### config.mk
export PLATFORM = sky130hd
export DESIGN_NAME = otter_button_intr_port
export DESIGN_NICKNAME = d
export VERILOG_FILES = /design/src/rtl/otter_button_intr_port.sv
export SDC_FILE = /design/constraint.sdc
export NUM_CORES = 1
export LEC_CHECK = 0
export ABC_AREA = 1
export CORE_MARGIN = 2
export CORE_UTILIZATION = 53
export DETAILED_ROUTE_END_ITERATION = 7
export PLACE_DENSITY = 0.83
export SYNTH_ARGS = -nofsm -noshare
export SYNTH_HDL_FRONTEND = slang
export SYNTH_SLANG_ARGS = --single-unit
### constraint.sdc
create_clock -name CLK -period 2.5 [get_ports CLK]
set_input_delay 0.75 -clock CLK [delete_from_list [all_inputs] [get_ports CLK]]
set_output_delay 0.75 -clock CLK [all_outputs]
set_load 0.02 [all_outputs]
### src/rtl/otter_button_intr_port.sv
// otter_button_intr_port: button input responder for the OTTER I/O bus.
// Synchronizes and debounces raw buttons, exposes the debounced levels,
// latches presses into sticky W1C event flags and raises a level interrupt
// from the masked pending events.
//
// Bus semantics: there is no valid/ready handshake. A store is a single
// cycle with IOBUS_WR high and takes effect on that clock edge. Reads are
// purely combinational on IOBUS_ADDR, with no wait states and no side
// effects. IOBUS_SEL flags an address hit so the wrapper can OR
// IOBUS_RD_DATA into its input mux.
module otter_button_intr_port #(
  parameter int          NBTN            = 5,
  parameter int          DEBOUNCE_CYCLES = 250000,
  parameter logic [31:0] BASE_ADDR       = 32'h11008010
) (
  input  logic            CLK,
  input  logic            RST,
  input  logic [NBTN-1:0] BTN_RAW,
  input  logic [31:0]     IOBUS_ADDR,
  input  logic [31:0]     IOBUS_OUT,
  input  logic            IOBUS_WR,
  output logic [31:0]     IOBUS_RD_DATA,
  output logic            IOBUS_SEL,
  output logic            INTR
);

  localparam int          CW         = $clog2(DEBOUNCE_CYCLES + 1);
  localparam logic [CW-1:0] CNT_LAST = CW'(DEBOUNCE_CYCLES - 1);
  localparam logic [31:0] ADDR_STATE = BASE_ADDR;
  localparam logic [31:0] ADDR_EVENT = BASE_ADDR + 32'd4;
  localparam logic [31:0] ADDR_MASK  = BASE_ADDR + 32'd8;

  logic [NBTN-1:0] sync1_q;
  logic [NBTN-1:0] sync2_q;
  logic [NBTN-1:0] deb_q;
  logic [NBTN-1:0] deb_d;
  logic [CW-1:0]   cnt_q [NBTN];
  logic [CW-1:0]   cnt_d [NBTN];
  logic [NBTN-1:0] event_q;
  logic [NBTN-1:0] event_d;
  logic [NBTN-1:0] mask_q;
  logic [NBTN-1:0] mask_d;
  logic [NBTN-1:0] clr;
  logic [NBTN-1:0] rise;
  logic            intr_q;
  logic            wr_event;
  logic            wr_mask;
  logic            unused_wdata;

  // Write data bits above NBTN-1 are architecturally ignored.
  assign unused_wdata = ^IOBUS_OUT;

  assign wr_event = IOBUS_WR && (IOBUS_ADDR == ADDR_EVENT);
  assign wr_mask  = IOBUS_WR && (IOBUS_ADDR == ADDR_MASK);

  // Debounce next-state: any mismatch interruption restarts the count, and
  // the counter is cleared on acceptance so it never wraps.
  always_comb begin
    deb_d = deb_q;
    for (int i = 0; i < NBTN; i++) begin
      cnt_d[i] = '0;
      if (sync2_q[i] != deb_q[i]) begin
        if (cnt_q[i] == CNT_LAST) begin
          deb_d[i] = sync2_q[i];
        end else begin
          cnt_d[i] = cnt_q[i] + CW'(1);
        end
      end
    end
  end

  // Event next-state: a rise on the same edge as a W1C clear wins.
  always_comb begin
    clr     = wr_event ? IOBUS_OUT[NBTN-1:0] : '0;
    rise    = deb_d & ~deb_q;
    event_d = (event_q & ~clr) | rise;
    mask_d  = wr_mask ? IOBUS_OUT[NBTN-1:0] : mask_q;
  end

  // State registers; reset clears everything, including in-flight debounce.
  always_ff @(posedge CLK) begin
    if (RST) begin
      sync1_q <= '0;
      sync2_q <= '0;
      deb_q   <= '0;
      event_q <= '0;
      mask_q  <= '0;
      intr_q  <= 1'b0;
      for (int i = 0; i < NBTN; i++) begin
        cnt_q[i] <= '0;
      end
    end else begin
      sync1_q <= BTN_RAW;
      sync2_q <= sync1_q;
      deb_q   <= deb_d;
      event_q <= event_d;
      mask_q  <= mask_d;
      intr_q  <= |(event_q & mask_q);
      for (int i = 0; i < NBTN; i++) begin
        cnt_q[i] <= cnt_d[i];
      end
    end
  end

  assign INTR = intr_q;

  // Combinational read decode; unused upper bits read as zero.
  always_comb begin
    IOBUS_SEL     = 1'b0;
    IOBUS_RD_DATA = '0;
    if (IOBUS_ADDR == ADDR_STATE) begin
      IOBUS_SEL                = 1'b1;
      IOBUS_RD_DATA[NBTN-1:0]  = deb_q;
    end else if (IOBUS_ADDR == ADDR_EVENT) begin
      IOBUS_SEL                = 1'b1;
      IOBUS_RD_DATA[NBTN-1:0]  = event_q;
    end else if (IOBUS_ADDR == ADDR_MASK) begin
      IOBUS_SEL                = 1'b1;
      IOBUS_RD_DATA[NBTN-1:0]  = mask_q;
    end
  end

endmodule

==> impl_metrics.ini, run 1 <==
[grt]
grt_use_total_pct = 23.2
grt_pass1_wl_mm = 23.9
grt_start_max_net_pins = 19
first_global_vias = 5494
overflow = 0
antenna_found_initial = 0

[timing]
fmax_mhz = 360
rsz0062_at_grt = yes
fin_crit_sh_pct = 111
final.setup_skew_ns = 0.00829
hold_violations = 0
finalSetupTns_ns = -1.42
whs_ns = 0.409
drv_slew = 0
finalSetupViolCount = 6
min_period_ns = 2.78
layout_setup_ws_ns = -0.279

[cts]
root_buffer = clkbuf_16
htree_levels = 4
cts_tree = yes
clock_path_buffers = 2
cts.clk_slew.worst_paths_ns = 0.05
clock-sinks = 116
cts_buffers = 17
clock_latency_ns = 0.42

[floorplanning]
rows = 39
io_pins = 106
die_h_um = 111
core_um2 = 11300
start_util_pct = 53.8
die_w_um = 111
die_area_um2 = 12400

[logic_synthesis]
synthTopCellsByArea = dfxtp_1 (38%), nor2_1 (11%), nand2_1 (8.8%)
syn_avg_cell_area_um2 = 7.05
ys_types = 43
syn_area_um2 = 6090
ys_warn_count = 0
synth.most_common_cell = nor2_1
synth_top_area_share_pct = 38.1
ys_ff_latch = 116
synth_edf_count = 0
async_reset_ff_share_pct = 0
yosysSeqAreaShare_pct = 38.1
synth_ff_type = dfxtp_1
synth_top_area_cell = dfxtp_1
synth_commonest_cells = nor2_1 (175), nand2_1 (143), dfxtp_1 (116)
synth_cells = 863

[worst_setup_path]
cp_top_family = simple AND/OR/NAND/NOR gates
max_stage_delay_ns = 0.23
critPathCaptureType = primary output
critical_path_peak_fanout = 5
cp_data_arrival_time_ns = 2.03
crit_slowest_cell = nor2_4
r2r_start = cnt_q[0][18]$_SDFF_PP0_
worstRegToRegCells = 9
cp-start-kind = input port
startpoint = IOBUS_ADDR[13]
regToRegSetupSlack_ns = 0.76
critical_path_class = input port to primary output
worstPathCellList = buf_2 -> nor2_4 -> nand4_1 -> nor2_4 -> nand3_4 -> nor2_4 -> nor2_2 -> nor2_2 -> buf_6
crit_top_cell = nor2_4
worst-path-buf-inv = 2
crit_required_ns = 1.75
r2r_end = cnt_q[0][29]$_SDFF_PP0_

[worst_hold_path]
hold_start = sync1_q[0]$_SDFF_PP0_
min_path_type = flip-flop to flip-flop
hold_depth = 2
hold_end = sync2_q[0]$_SDFF_PP0_

[placed_design]
io_buffer_count = 51
pre_cts_ws_ns = -1.20
dp.cells = 1071
dp_hpwl_mm = 9.06
dpl-instance-area_um2 = 6810
place_congestion = 0.927

[status]
violations = negative setup slack
outcome = finished with violations

[routing]
vias = 5813
viasPerCell = 5.16
drt-wirelength-per-cell_um = 12.6
final_antenna_net_count = 0
drt-initial-drc-count = 357
totalWireLength_mm = 14.1
firstDrtPassIters = 5
drcViolationCount = 0

[pwr]
power.density_nw_per_um2 = 638
ir_drop_mv = 0.447
power.total_mw = 4.96
power_leakage_nw = 2.90

[final_layout]
final_cells = 1126
fillCellCount = 854
final_area_um2 = 7780
n_antenna_cell = 0
drive_gt1_share_pct = 21.4
nNetsFinal = 1047
syn_to_final_growth_pct = 27.8
finalCoreUtilization_pct = 68.7

[job]
cap_violations = 0
sequential cells by signal, summed over array words and instances (netlist names):
register and cells:
INTR 1, cnt_q 90, deb_q 5, event_q 5, mask_q 5, sync1_q 5, sync2_q 5
what timing repair did:
action	4_1_cts	5_1_grt
endpoints found under the setup margin	6	16
pin swaps	33	31
gates resized for setup	189	31
hold buffers	0	0
setup buffers	26	3
logic make-up (layout without fill, tap and decap cells):
| logic type | Yosys count | in the layout | synth area share, % |
|---|---|---|---|
| and+or+nand+nor | 516 | 516 | 40.4 |
| buffers and inverters | 131 | 225 | 10.4 |
| adders and majority gates | 5 | 5 | 1.03 |
| AOI/OAI and AO/OA | 67 | 67 | 6.10 |
| xor gates and xnor gates | 27 | 27 | 3.88 |
| other | 1 | 27 | 0.0616 |
| DFF | 116 | 116 | 38.1 |
power by group:
part | switching, mW | internal (mW)
clock | 0.823 | 2.07
combinational | 0.118 | 0.0835
sequential | 0.00705 | 1.86
final cells by class:
cell class / count / area (µm²) / area share [%]
clock buffer: 23 / 488 / 6.27
clock inverter: 9 / 220 / 2.83
inverter: 96 / 372 / 4.77
multi-input combinational: 642 / 3410 / 43.8
sequential: 116 / 2320 / 29.8
tap: 143 / 179 / 2.30
timing repair buffer: 97 / 790 / 10.1
worst reg2reg max path, cell delays in order, from the launching register on:
cell and delay, ns:
dfxtp_1 0.36, ha_1 0.18, nand2_1 0.07, nor2_1 0.23, inv_1 0.10, nor2_1 0.11, nand2_1 0.11, nand2_2 0.30
nor2_1 0.08, o21a_1 0.11
how the worst max path moves through the flow:
stage / depth (start not counted) / endpoint
2_1_floorplan: 7 / IOBUS_RD_DATA[0]
3_3_place_gp: 10 / IOBUS_RD_DATA[4]
3_5_place_dp: 10 / IOBUS_RD_DATA[3]
4_1_cts: 10 / IOBUS_RD_DATA[3]
5_1_grt: 9 / IOBUS_RD_DATA[1]
6_report: 9 / IOBUS_RD_DATA[1]
layout by cell type (no fill, tap or decap), types with 8 or more instances in the layout:
master / instances
clkbuf_16: 17
nand2_2: 8
nor3_1: 35
nand3_2: 10
nand3_1: 53
nand2_1: 140
clkdlybuf4s50_1: 13
nor3b_1: 10
nor2_2: 27
conb_1: 27
o21ai_0: 11
nor2_4: 14
a21oi_1: 38
buf_6: 18
buf_2: 19
nor2_1: 153
buf_4: 39
xor2_1: 23
dfxtp_1: 116
nand4_1: 31
inv_1: 87
layer usage:
layer	up-vias	part of all wire [%]	wire length, µm	track usage, %
met2	189	49	6900	39.8
met3	39	5.0	710	5.14
met4	0	2.6	371	11.1
met5	-	0	0	0
li1	2960	-	-	-
met1	2625	44	6150	27.4
Note: power is estimated with default switching activity, not from simulation.
==> inputs of run 2 (changes only) <==
--- a/config.mk
+++ b/config.mk
@@ -7,9 +7,10 @@
 export LEC_CHECK = 0
 export ABC_AREA = 1
 export CORE_MARGIN = 2
-export CORE_UTILIZATION = 53
+export CORE_UTILIZATION = 55
+export CTS_BUF_LIST = sky130_fd_sc_hd__clkbuf_2
 export DETAILED_ROUTE_END_ITERATION = 7
-export PLACE_DENSITY = 0.83
+export PLACE_DENSITY = 0.86
 export SYNTH_ARGS = -nofsm -noshare
 export SYNTH_HDL_FRONTEND = slang
 export SYNTH_SLANG_ARGS = --single-unit
==> run 2 against run 1 <==
Effect of this change:
- largest power group is now sequential cells
- via count fell by 2.0%
- maximum frequency decreased by 0.86%
- combinational power fell by 3%
- the flow still finishes with violations (negative setup slack)
- final cell count fell by 1.2%
- clock power shrank 56%
==> impl_metrics.ini, run 2 (same netlist as run 1, synthesis figures left out) <==
[final_layout]
layout_common_cells = nor2_1 (147), nand2_1 (141), dfxtp_1 (116)
drive_gt1_share_pct = 20.9
syn_to_final_growth_pct = 19.8
largest_register = cnt_q
finalCoreUtilization_pct = 67.3
multi_input_area_um2 = 3430
largest_reg_flops = 90
nNetsFinal = 1036
final_common_cell = nor2_1
n_antenna_cell = 0
regArea_um2 = 2320
fillCellCount = 927

[floorplanning]
core_um2 = 10800
start_util_pct = 56.2
die_area_um2 = 11900
die_h_um = 109
io_pins = 106
die_w_um = 109
rows = 38

[worst_setup_path]
regToRegSetupSlack_ns = 0.75
r2r_end = cnt_q[0][29]$_SDFF_PP0_
critPathCaptureType = primary output
critical_path_class = input port to primary output
cp_data_arrival_time_ns = 2.05
r2r_start = cnt_q[0][18]$_SDFF_PP0_
cp-start-kind = input port
critical_path_peak_fanout = 5
crit_required_ns = 1.75
worstRegToRegCells = 9

[placed_design]
pre_cts_ws_ns = -1.22
place_congestion = 0.903
io_buffer_count = 51
dp_hpwl_mm = 9.22

[timing]
final.setup_skew_ns = 0.0329
drv_slew = 0
fin_crit_sh_pct = 112
rsz0062_at_grt = yes
min_period_ns = 2.80
hold_violations = 0
finalSetupViolCount = 6
layout_setup_ws_ns = -0.304
fmax_mhz = 357

[status]
outcome = finished with violations
violations = negative setup slack

[routing]
drcViolationCount = 0
vias = 5699
drt-wirelength-per-cell_um = 12.0
drt-initial-drc-count = 335
totalWireLength_mm = 13.3
firstDrtPassIters = 6
final_antenna_net_count = 0
viasPerCell = 5.13

[worst_hold_path]
hold_depth = 2
hold_end = sync2_q[0]$_SDFF_PP0_
min_path_type = flip-flop to flip-flop
hold_start = sync1_q[0]$_SDFF_PP0_

[grt]
first_global_vias = 5269
grt_start_max_net_pins = 19
grt_use_total_pct = 22.7
grt_pass1_wl_mm = 21.9
overflow = 0
antenna_found_initial = 0

[cts]
cts_buffers = 17
root_buffer = clkbuf_2
htree_levels = 4
clock_path_buffers = 2
clock_latency_ns = 0.70
clock-sinks = 116
hold_buffers = 0
cts.clk_slew.worst_paths_ns = 0.18
cts_tree = yes

[job]
cap_violations = 0

[pwr]
power_leakage_nw = 2.64
ir_drop_mv = 0.336
power.total_mw = 3.35
power.density_nw_per_um2 = 459
[run 2: changes by cell type in the layout (fill, tap and decap cells not counted), sizes merged]
cell	before	now
buf	78	66
bufinv	7	3
clkbuf	28	23
clkdlybuf4s15	0	1
clkinv	4	8
clkinvlp	0	5
[run 2: routing by layer]
layer	share of wire [%]	GRT usage, %	wire length [µm]
met3	7.5	6.87	1000
met5	0	0	0
met1	43	27.8	5740
met4	1.4	7.41	183
met2	48	38.2	6410
[run 2: final cells by class]
cell class                 instances  share of cell area [%]
multi-input combinational        642                    47.0
sequential                       116                    31.8
timing repair buffer              86                    10.2
inverter                          96                    5.13
tap                              140                    2.40
clock inverter                    14                    2.23
clock buffer                      18                    1.23
[run 2: repair_timing]
action,CTS,global route
resized for setup,193,34
endpoints found under the hold margin,0,0
endpoints found under the setup margin,6,6
gates cloned,0,0
pin swaps,37,18
buffers inserted,6,4
[run 2: critical path, cell delays in order]
cell     delay [ns]
buf_6          0.09
nor2_4         0.11
buf_6          0.10
nand4_1        0.16
nor2_4         0.25
nand3_4        0.18
nor2_2         0.11
nor2_1         0.05
nor2_2         0.11
buf_6          0.13
[run 2: worst max path at each step]
stage	start	to	slack (ns)	cells after the start
5_1_grt	IOBUS_ADDR[1]	IOBUS_RD_DATA[3]	-0.37	10
3_3_place_gp	IOBUS_ADDR[15]	IOBUS_RD_DATA[3]	-1.13	10
4_1_cts	IOBUS_ADDR[15]	IOBUS_RD_DATA[4]	-0.23	10
2_1_floorplan	IOBUS_ADDR[1]	IOBUS_RD_DATA[0]	0.04	7
3_5_place_dp	IOBUS_ADDR[15]	IOBUS_RD_DATA[4]	-1.22	10
6_report	IOBUS_ADDR[1]	IOBUS_RD_DATA[1]	-0.30	10
[run 2: power breakdown]
part	internal, mW	switching, mW
clock	0.551	0.732
sequential	1.86	0.00664
combinational	0.0827	0.113
[run 2: metrics by stage]
| stage | hold slack, ns | cells | TNS [ns] | instance area (µm²) |
|---|---|---|---|---|
| global route | 0.422 | 1112 | -1.96 | 7290 |
| detailed placement | 0.398 | 1070 | -6.96 | 6820 |
| global placement | 0.389 | 1070 | -6.35 | 6820 |
| floorplan | 0.388 | 889 | 0 | 6200 |
| CTS | 0.399 | 1108 | -1.19 | 7190 |
| finish | 0.400 | 1112 | -1.65 | 7290 |
